File: src/rtl/division_param.sv
// Multi-cycle restoring radix-2 divider with runtime signed/unsigned mode.
// Ports: clock, reset (sync, active-high), start, signed_mode, operand1 (dividend),
//   operand2 (divisor) -> busy, finish (1-cycle pulse), result {rem,quo},
//   illegal (divide-by-zero), overflow (signed MIN / -1).
module division_param #(
  parameter int WIDTH = 32
) (
  input  logic               clock,
  input  logic               reset,
  input  logic               start,
  input  logic               signed_mode,
  input  logic [WIDTH-1:0]   operand1,
  input  logic [WIDTH-1:0]   operand2,
  output logic               busy,
  output logic               finish,
  output logic [2*WIDTH-1:0] result,
  output logic               illegal,
  output logic               overflow
);

  localparam int SW = $clog2(WIDTH + 1);
  localparam logic [SW-1:0] LAST = SW'(WIDTH - 1);
  localparam logic [WIDTH-1:0] MIN = {1'b1, {(WIDTH-1){1'b0}}};

  typedef enum logic [1:0] {
    IDLE,
    CALC,
    DONE
  } state_t;

  state_t             state_q;
  logic [WIDTH-1:0]   rem_q;
  logic [WIDTH-1:0]   quo_q;
  logic [WIDTH-1:0]   dvs_q;
  logic [WIDTH-1:0]   dvd_q;
  logic [SW-1:0]      step_q;
  logic               negq_q;
  logic               negr_q;
  logic               zero_q;
  logic               ovf_q;
  logic               busy_q;
  logic               finish_q;
  logic [2*WIDTH-1:0] result_q;
  logic               illegal_q;
  logic               overflow_q;

  logic [WIDTH-1:0]   a_mag;
  logic [WIDTH-1:0]   b_mag;
  logic [WIDTH:0]     sh_d;
  logic [WIDTH:0]     sub_d;
  logic               ge_d;
  logic [WIDTH-1:0]   rem_d;
  logic [WIDTH-1:0]   quo_d;
  logic [WIDTH-1:0]   q_fin;
  logic [WIDTH-1:0]   r_fin;

  // Magnitudes; MIN maps onto itself, which is correct as an unsigned value.
  assign a_mag = (signed_mode && operand1[WIDTH-1]) ? -operand1 : operand1;
  assign b_mag = (signed_mode && operand2[WIDTH-1]) ? -operand2 : operand2;

  // One restoring step; the shifted remainder needs an extra bit.
  assign sh_d  = {rem_q, quo_q[WIDTH-1]};
  assign sub_d = sh_d - {1'b0, dvs_q};
  assign ge_d  = (sh_d >= {1'b0, dvs_q});
  assign rem_d = ge_d ? sub_d[WIDTH-1:0] : sh_d[WIDTH-1:0];
  assign quo_d = {quo_q[WIDTH-2:0], ge_d};

  assign q_fin = negq_q ? -quo_q : quo_q;
  assign r_fin = negr_q ? -rem_q : rem_q;

  always_ff @(posedge clock) begin
    if (reset) begin
      state_q    <= IDLE;
      rem_q      <= '0;
      quo_q      <= '0;
      dvs_q      <= '0;
      dvd_q      <= '0;
      step_q     <= '0;
      negq_q     <= 1'b0;
      negr_q     <= 1'b0;
      zero_q     <= 1'b0;
      ovf_q      <= 1'b0;
      busy_q     <= 1'b0;
      finish_q   <= 1'b0;
      result_q   <= '0;
      illegal_q  <= 1'b0;
      overflow_q <= 1'b0;
    end else begin
      finish_q <= 1'b0;
      unique case (state_q)
        IDLE: begin
          if (start) begin
            dvd_q  <= operand1;
            quo_q  <= a_mag;
            dvs_q  <= b_mag;
            rem_q  <= '0;
            negq_q <= signed_mode &
                      (operand1[WIDTH-1] ^ operand2[WIDTH-1]);
            negr_q <= signed_mode & operand1[WIDTH-1];
            zero_q <= (operand2 == '0);
            ovf_q  <= signed_mode && (operand1 == MIN) &&
                      (&operand2);
            step_q <= '0;
            busy_q <= 1'b1;
            state_q <= (operand2 == '0) ? DONE : CALC;
          end
        end
        CALC: begin
          rem_q  <= rem_d;
          quo_q  <= quo_d;
          step_q <= step_q + 1'b1;
          if (step_q == LAST) state_q <= DONE;
        end
        DONE: begin
          if (zero_q) begin
            result_q   <= {dvd_q, {WIDTH{1'b1}}};
            illegal_q  <= 1'b1;
            overflow_q <= 1'b0;
          end else begin
            result_q   <= {r_fin, q_fin};
            illegal_q  <= 1'b0;
            overflow_q <= ovf_q;
          end
          finish_q <= 1'b1;
          busy_q   <= 1'b0;
          state_q  <= IDLE;
        end
        default: state_q <= IDLE;
      endcase
    end
  end

  assign busy     = busy_q;
  assign finish   = finish_q;
  assign result   = result_q;
  assign illegal  = illegal_q;
  assign overflow = overflow_q;

endmodule

File: config.mk
export PLATFORM = sky130hd
export DESIGN_NAME = division_param
export DESIGN_NICKNAME = d
export VERILOG_FILES = /design/src/rtl/division_param.sv
export SDC_FILE = /design/constraint.sdc
export NUM_CORES = 1
export LEC_CHECK = 0
export CAP_MARGIN = 25
export CORE_ASPECT_RATIO = 0.5
export CORE_MARGIN = 5
export CORE_UTILIZATION = 40
export CTS_CLUSTER_SIZE = 16
export DETAILED_ROUTE_END_ITERATION = 10
export PLACE_DENSITY = 0.58
export SYNTH_ARGS = -nofsm -noshare
export SYNTH_HDL_FRONTEND = slang
export SYNTH_SLANG_ARGS = --single-unit
File: constraint.sdc
create_clock -name clock -period 5.25 [get_ports clock]
set_clock_uncertainty 0.05 [all_clocks]
set_input_delay 0.525 -clock clock [delete_from_list [all_inputs] [get_ports clock]]
set_output_delay 0.525 -clock clock [all_outputs]
set_load 0.05 [all_outputs]
==> metrics.txt <==
Slew Viols, Final=0; chip width=255.8 um; number of nets still failing antenna checks after routing=0; clock slew at reported path FFs=60 ps; cell taking the most area after synthesis=dfxtp_1; flops & latches, synth=208; Clock Sinks=208; sequential share of the synthesized area=34.46%; CP Max Fanout=39; vias per cell=5.588; RSZ-0062 raised after global routing=no; Synth Area in Simple Gates=21.02%; run status=finished, final reports clean; WP data arrival=3830 ps; TritonCTS Buffers=22; port buffer count=135; met3 routed WL=1934 um; Routed WL=36590 um; Multi-input gate area=7360 sq um; area delta synth->final=19.26%; # H-tree levels=1; Post-synth EDFFs=0; Die H=132.9 um; fin crit share=66.91%; M1 wire length=17340 um; die area=33990 sq um; synth warn=0; hold-fix buffers at CTS=0; Tightest Pin Transition=997.0 ps; crit-path cells=ha_1, a21oi_1, o21a_1, o221ai_1, o21ai_0, a31oi_1, o21ai_4, buf_4, mux2i_1, o21ai_0; post-place setup slack=1531 ps; Most used DFF post-synth=dfxtp_1; Placer Congestion=0.8995; DR iter-0 viols=1036; fillcell total=2989; Starting Density=40.19%; worst vdd ir=0.1909 mV; count of maximum capacitance violations=0; Mapped Nets=1688; minimum clock period=3513 ps; Worst Setup Path Type=flip-flop to flip-flop; max incr delay on CP=580 ps; Hold Path Stages=2; count leader, synth=nand2_1; global-route usage over all layers=20.36%; postcts setup bufs=0; Hold Violations, Final=0; Top cell by count, worst path=o21ai_0; CP max stage cell=o21ai_4; crit start category=flip-flop; Reg area=4165 sq um; initial antenna violation count=1; Setup TNS Final=0 ps; final setup violation count=0; Leakage Power=5.247 nW; PostCTS Resize Cnt=0; Adder-Cell Fraction of Synth Area=4.101%; share of cells above drive strength 1=4.559%; vias in the first global route=10610; Distinct cells, synth=62; Slew headroom=33.53%; I/O pin count=136; FP Rows=45; global-route wire length before repair=57860 um; Synth Instances=1581; TritonCTS clock tree=done; TritonRoute pass-1 iters=9; min setup slack post-route=1737 ps; largest net degree at the start of global routing=92; largest family of logic cells by synthesized area=compound AO/OA/AOI/OAI gates; multiplexer share of the synthesized area=0.8388%; hpwl dp=27190 um; core area=30070 sq um; Async S/R FF share, synth=0%; Crit path required time=5570 ps; most common library cells after synthesis=246 x nand2_1, 208 x dfxtp_1, 165 x nor2_1; top sig layer=met4; gr ovfl total=0; hold crit path type=flip-flop to flip-flop; Max Fclk=284.7 MHz; CTS Buffer Depth=3; Worst-Skew Late Latency=520 ps; vias post-DR=11551; power per cell area=287.5 nW/um^2; syn avg cell area=7.643 sq um; post-synthesis compound-gate area fraction=24.22%; met2 wire len=16530 um; DR WL/cell=17.70 um; clock root buffer=clkbuf_16; CP Capture Type=flip-flop; residual DRC count=0; post-synthesis xor/xnor area fraction=10.51%; Worst R2R Path Depth=10; Area contributors post-synth=dfxtp_1 34%, nand2_1 7.6%, xor2_1 6.0%; Synth top area share=34.46%; post-synth design cell area=12080 sq um; Final nets=1758
[report_power, final]
part | leakage, nW | switching, W | internal [W]
Clock | 0.363 | 0.000671 | 0.000918
Combinational | 3.19 | 0.000492 | 0.000321
Sequential | 1.70 | 0.0000812 | 0.00166
Total | 5.25 | 0.00124 | 0.00290
[path summary, 6_finish.rpt]
check,start,endpoint,slack [ps]
max,rem_q[19],rem_q[26],1740
min,result[49],result[49],400
max reg2reg,rem_q[19],rem_q[26],1740
min reg2reg,result[49],result[49],400
[stage by stage]
stage	util [%]	std cells	instance area [sq um]	hold slack (ps)	total power [W]
final	47.93	2067	14410	403.8	0.004143
after detailed placement	45.49	2026	13680	393.4	0.002584
after floorplan	-	1581	12080	381.2	0.002323
after CTS	47.92	2066	14410	405.3	0.004180
after global placement	45.49	2026	13680	390.3	0.002574
after global routing	47.93	2067	14410	423.7	0.004350
[kinds of logic after synthesis]
kind of cell / after synthesis
compound gates: 454
xor+xnor: 145
fa+ha+maj: 39
buf+inv: 156
flops: 208
mux: 10
simple gates: 569
[layout by cell type, fill, tap and decap left out, types with 8 or more instances in the layout]
master,instances
dfxtp_1,207
nor3_1,32
o31ai_1,30
ha_1,38
a222oi_1,30
a21o_1,10
nand3_1,17
or4_1,12
mux2i_1,9
inv_1,53
clkbuf_16,22
a31oi_1,10
a211oi_1,48
nand2_1,246
xor2_1,83
nor4_1,15
o41ai_1,17
clkdlybuf4s50_1,134
or3_1,13
buf_4,15
a21oi_1,139
o21ai_0,103
nand2b_1,13
nand4_1,15
or2_2,9
xnor2_1,62
nor2_1,164
a32oi_1,8
o211ai_1,14
[cell type report]
type,count,area share [%]
timing repair buffer,149,10.09
antenna,1,0.01737
inverter,53,1.381
tap,399,3.464
clock inverter,12,0.8856
clock buffer,28,4.185
multi-input combinational,1217,51.07
sequential,208,28.91
[layer usage]
layer  up-vias  GRT usage [%]
li1       5771              -
met1      5436          29.19
met2       297          32.79
met3        47          3.146
met4         0          4.102
met5         -              0
[critical path, delay by kind of cell (launching register included)]
| family | cells | cell delay [ps] |
|---|---|---|
| multiplexers | 1 | 220 |
| flip-flops | 1 | 570 |
| adder cells (fa/ha/maj) | 1 | 380 |
| buffers and inverters | 1 | 500 |
| AO/OA/AOI/OAI | 7 | 1620 |
[flip-flops by register name (all words and copies together) (netlist names), 2 cells and up]
signal,cells
dvd_q,32
state_q,2
rem_q,32
quo_q,32
dvs_q,32
step_q,6
result,64
No activity file was read; power rests on OpenSTA's default activity.
==> edit (same settings) <==
The parameter `WIDTH` goes from 32 to 64.
--- a/src/rtl/division_param.sv
+++ b/src/rtl/division_param.sv
@@ -5,3 +5,3 @@
 module division_param #(
-  parameter int WIDTH = 32
+  parameter int WIDTH = 64
 ) (
Interface: changed (resized operand1, operand2 and result); port bits go from 136 to 264. The function was not compared with the original's and may differ.
==> edit against the original RTL <==
Cell area increased by 100%; worst setup slack worse by 0.73 ns; sequential cell count increased by 193; critical path type unchanged; highest routed layer unchanged; largest cell class unchanged; via count increased by 110%; utilization grew 0.62 points; combinational power grew 82%; power is 93% higher; wire length up 140%; synthesized area rose by 100%.
==> edit: results <==
setup_path:
  cp-startpoint: "rem_q[41]"
  cp-endpoint: "rem_q[16]"
finish:
  flops_and_latches: 401
  clkCellAreaFrac_pct: 4.98
  largest_reg_flops: 128
  buf_share_pct: 10.2
  diodes: 7
  multi_input_gates: 2549
  nNonClkInverters: 105
  ff_latch_area_sq_um: 8030
  n_all_buffers: 299
run_status:
  status: "finished clean"
synth:
  synth_area_sq_um: 24300
  yosys-top-cells-area: "dfxtp_1, a21oi_1, nand2_1, xor2_1, o21ai_0"
  synth-compound-area-share_pct: 26.7
  synthMuxAreaShare_pct: 0.984
  synth_common_cells: "nand2_1, a21oi_1, dfxtp_1"
pwr:
  p_clk_mw: 3.22
  irDropWorstVdd_mv: 0.210
  p_leak_nw: 10.8
routing:
  met2_length_um: 35700
  drtIter0Drc: 2207
  wl_um: 86200
  via_count: 23800
cts:
  htreeDepth: 2
  numCtsBuffers: 41
global_routing:
  grt_pass1_vias: 22000
  grt_max_degree: 254
  grt_pass1_wl_um: 131000
  met2_usage_pct: 36.5
place:
  gp_congestion: 0.943
sta:
  whs_ns: 0.401
  fin_crit_sh_pct: 80.8
-- edit: cell count changes after synthesis, sizes merged, moves of 36 or more --
cell / before / now
nand2: 246 / 530
a21oi: 139 / 408
dfxtp: 208 / 401
o21ai: 106 / 266
clkbuf: 92 / 198
xor2: 83 / 173
a22oi: 1 / 78
nor2: 165 / 241
xnor2: 62 / 118
inv: 53 / 104
a21o: 10 / 46
-- edit: stage by stage --
stage / total power, mW / utilization (%) / instances
after floorplan: 4.29 / - / 3274
after global placement: 4.80 / 46.0 / 4164
after detailed placement: 4.81 / 46.0 / 4164
after CTS: 8.01 / 48.4 / 4238
after global routing: 8.32 / 48.5 / 4246
final: 7.98 / 48.5 / 4247
-- edit: kinds of logic (layout without fill, tap and decap cells) --
kind of cell    after synthesis  after routing
buf+inv                     324            478
xor+xnor                    291            291
compound gates             1073           1073
simple gates               1091           1091
fa+ha+maj                    71             71
flops                       401            401
mux                          23             23
other cells                   0              7
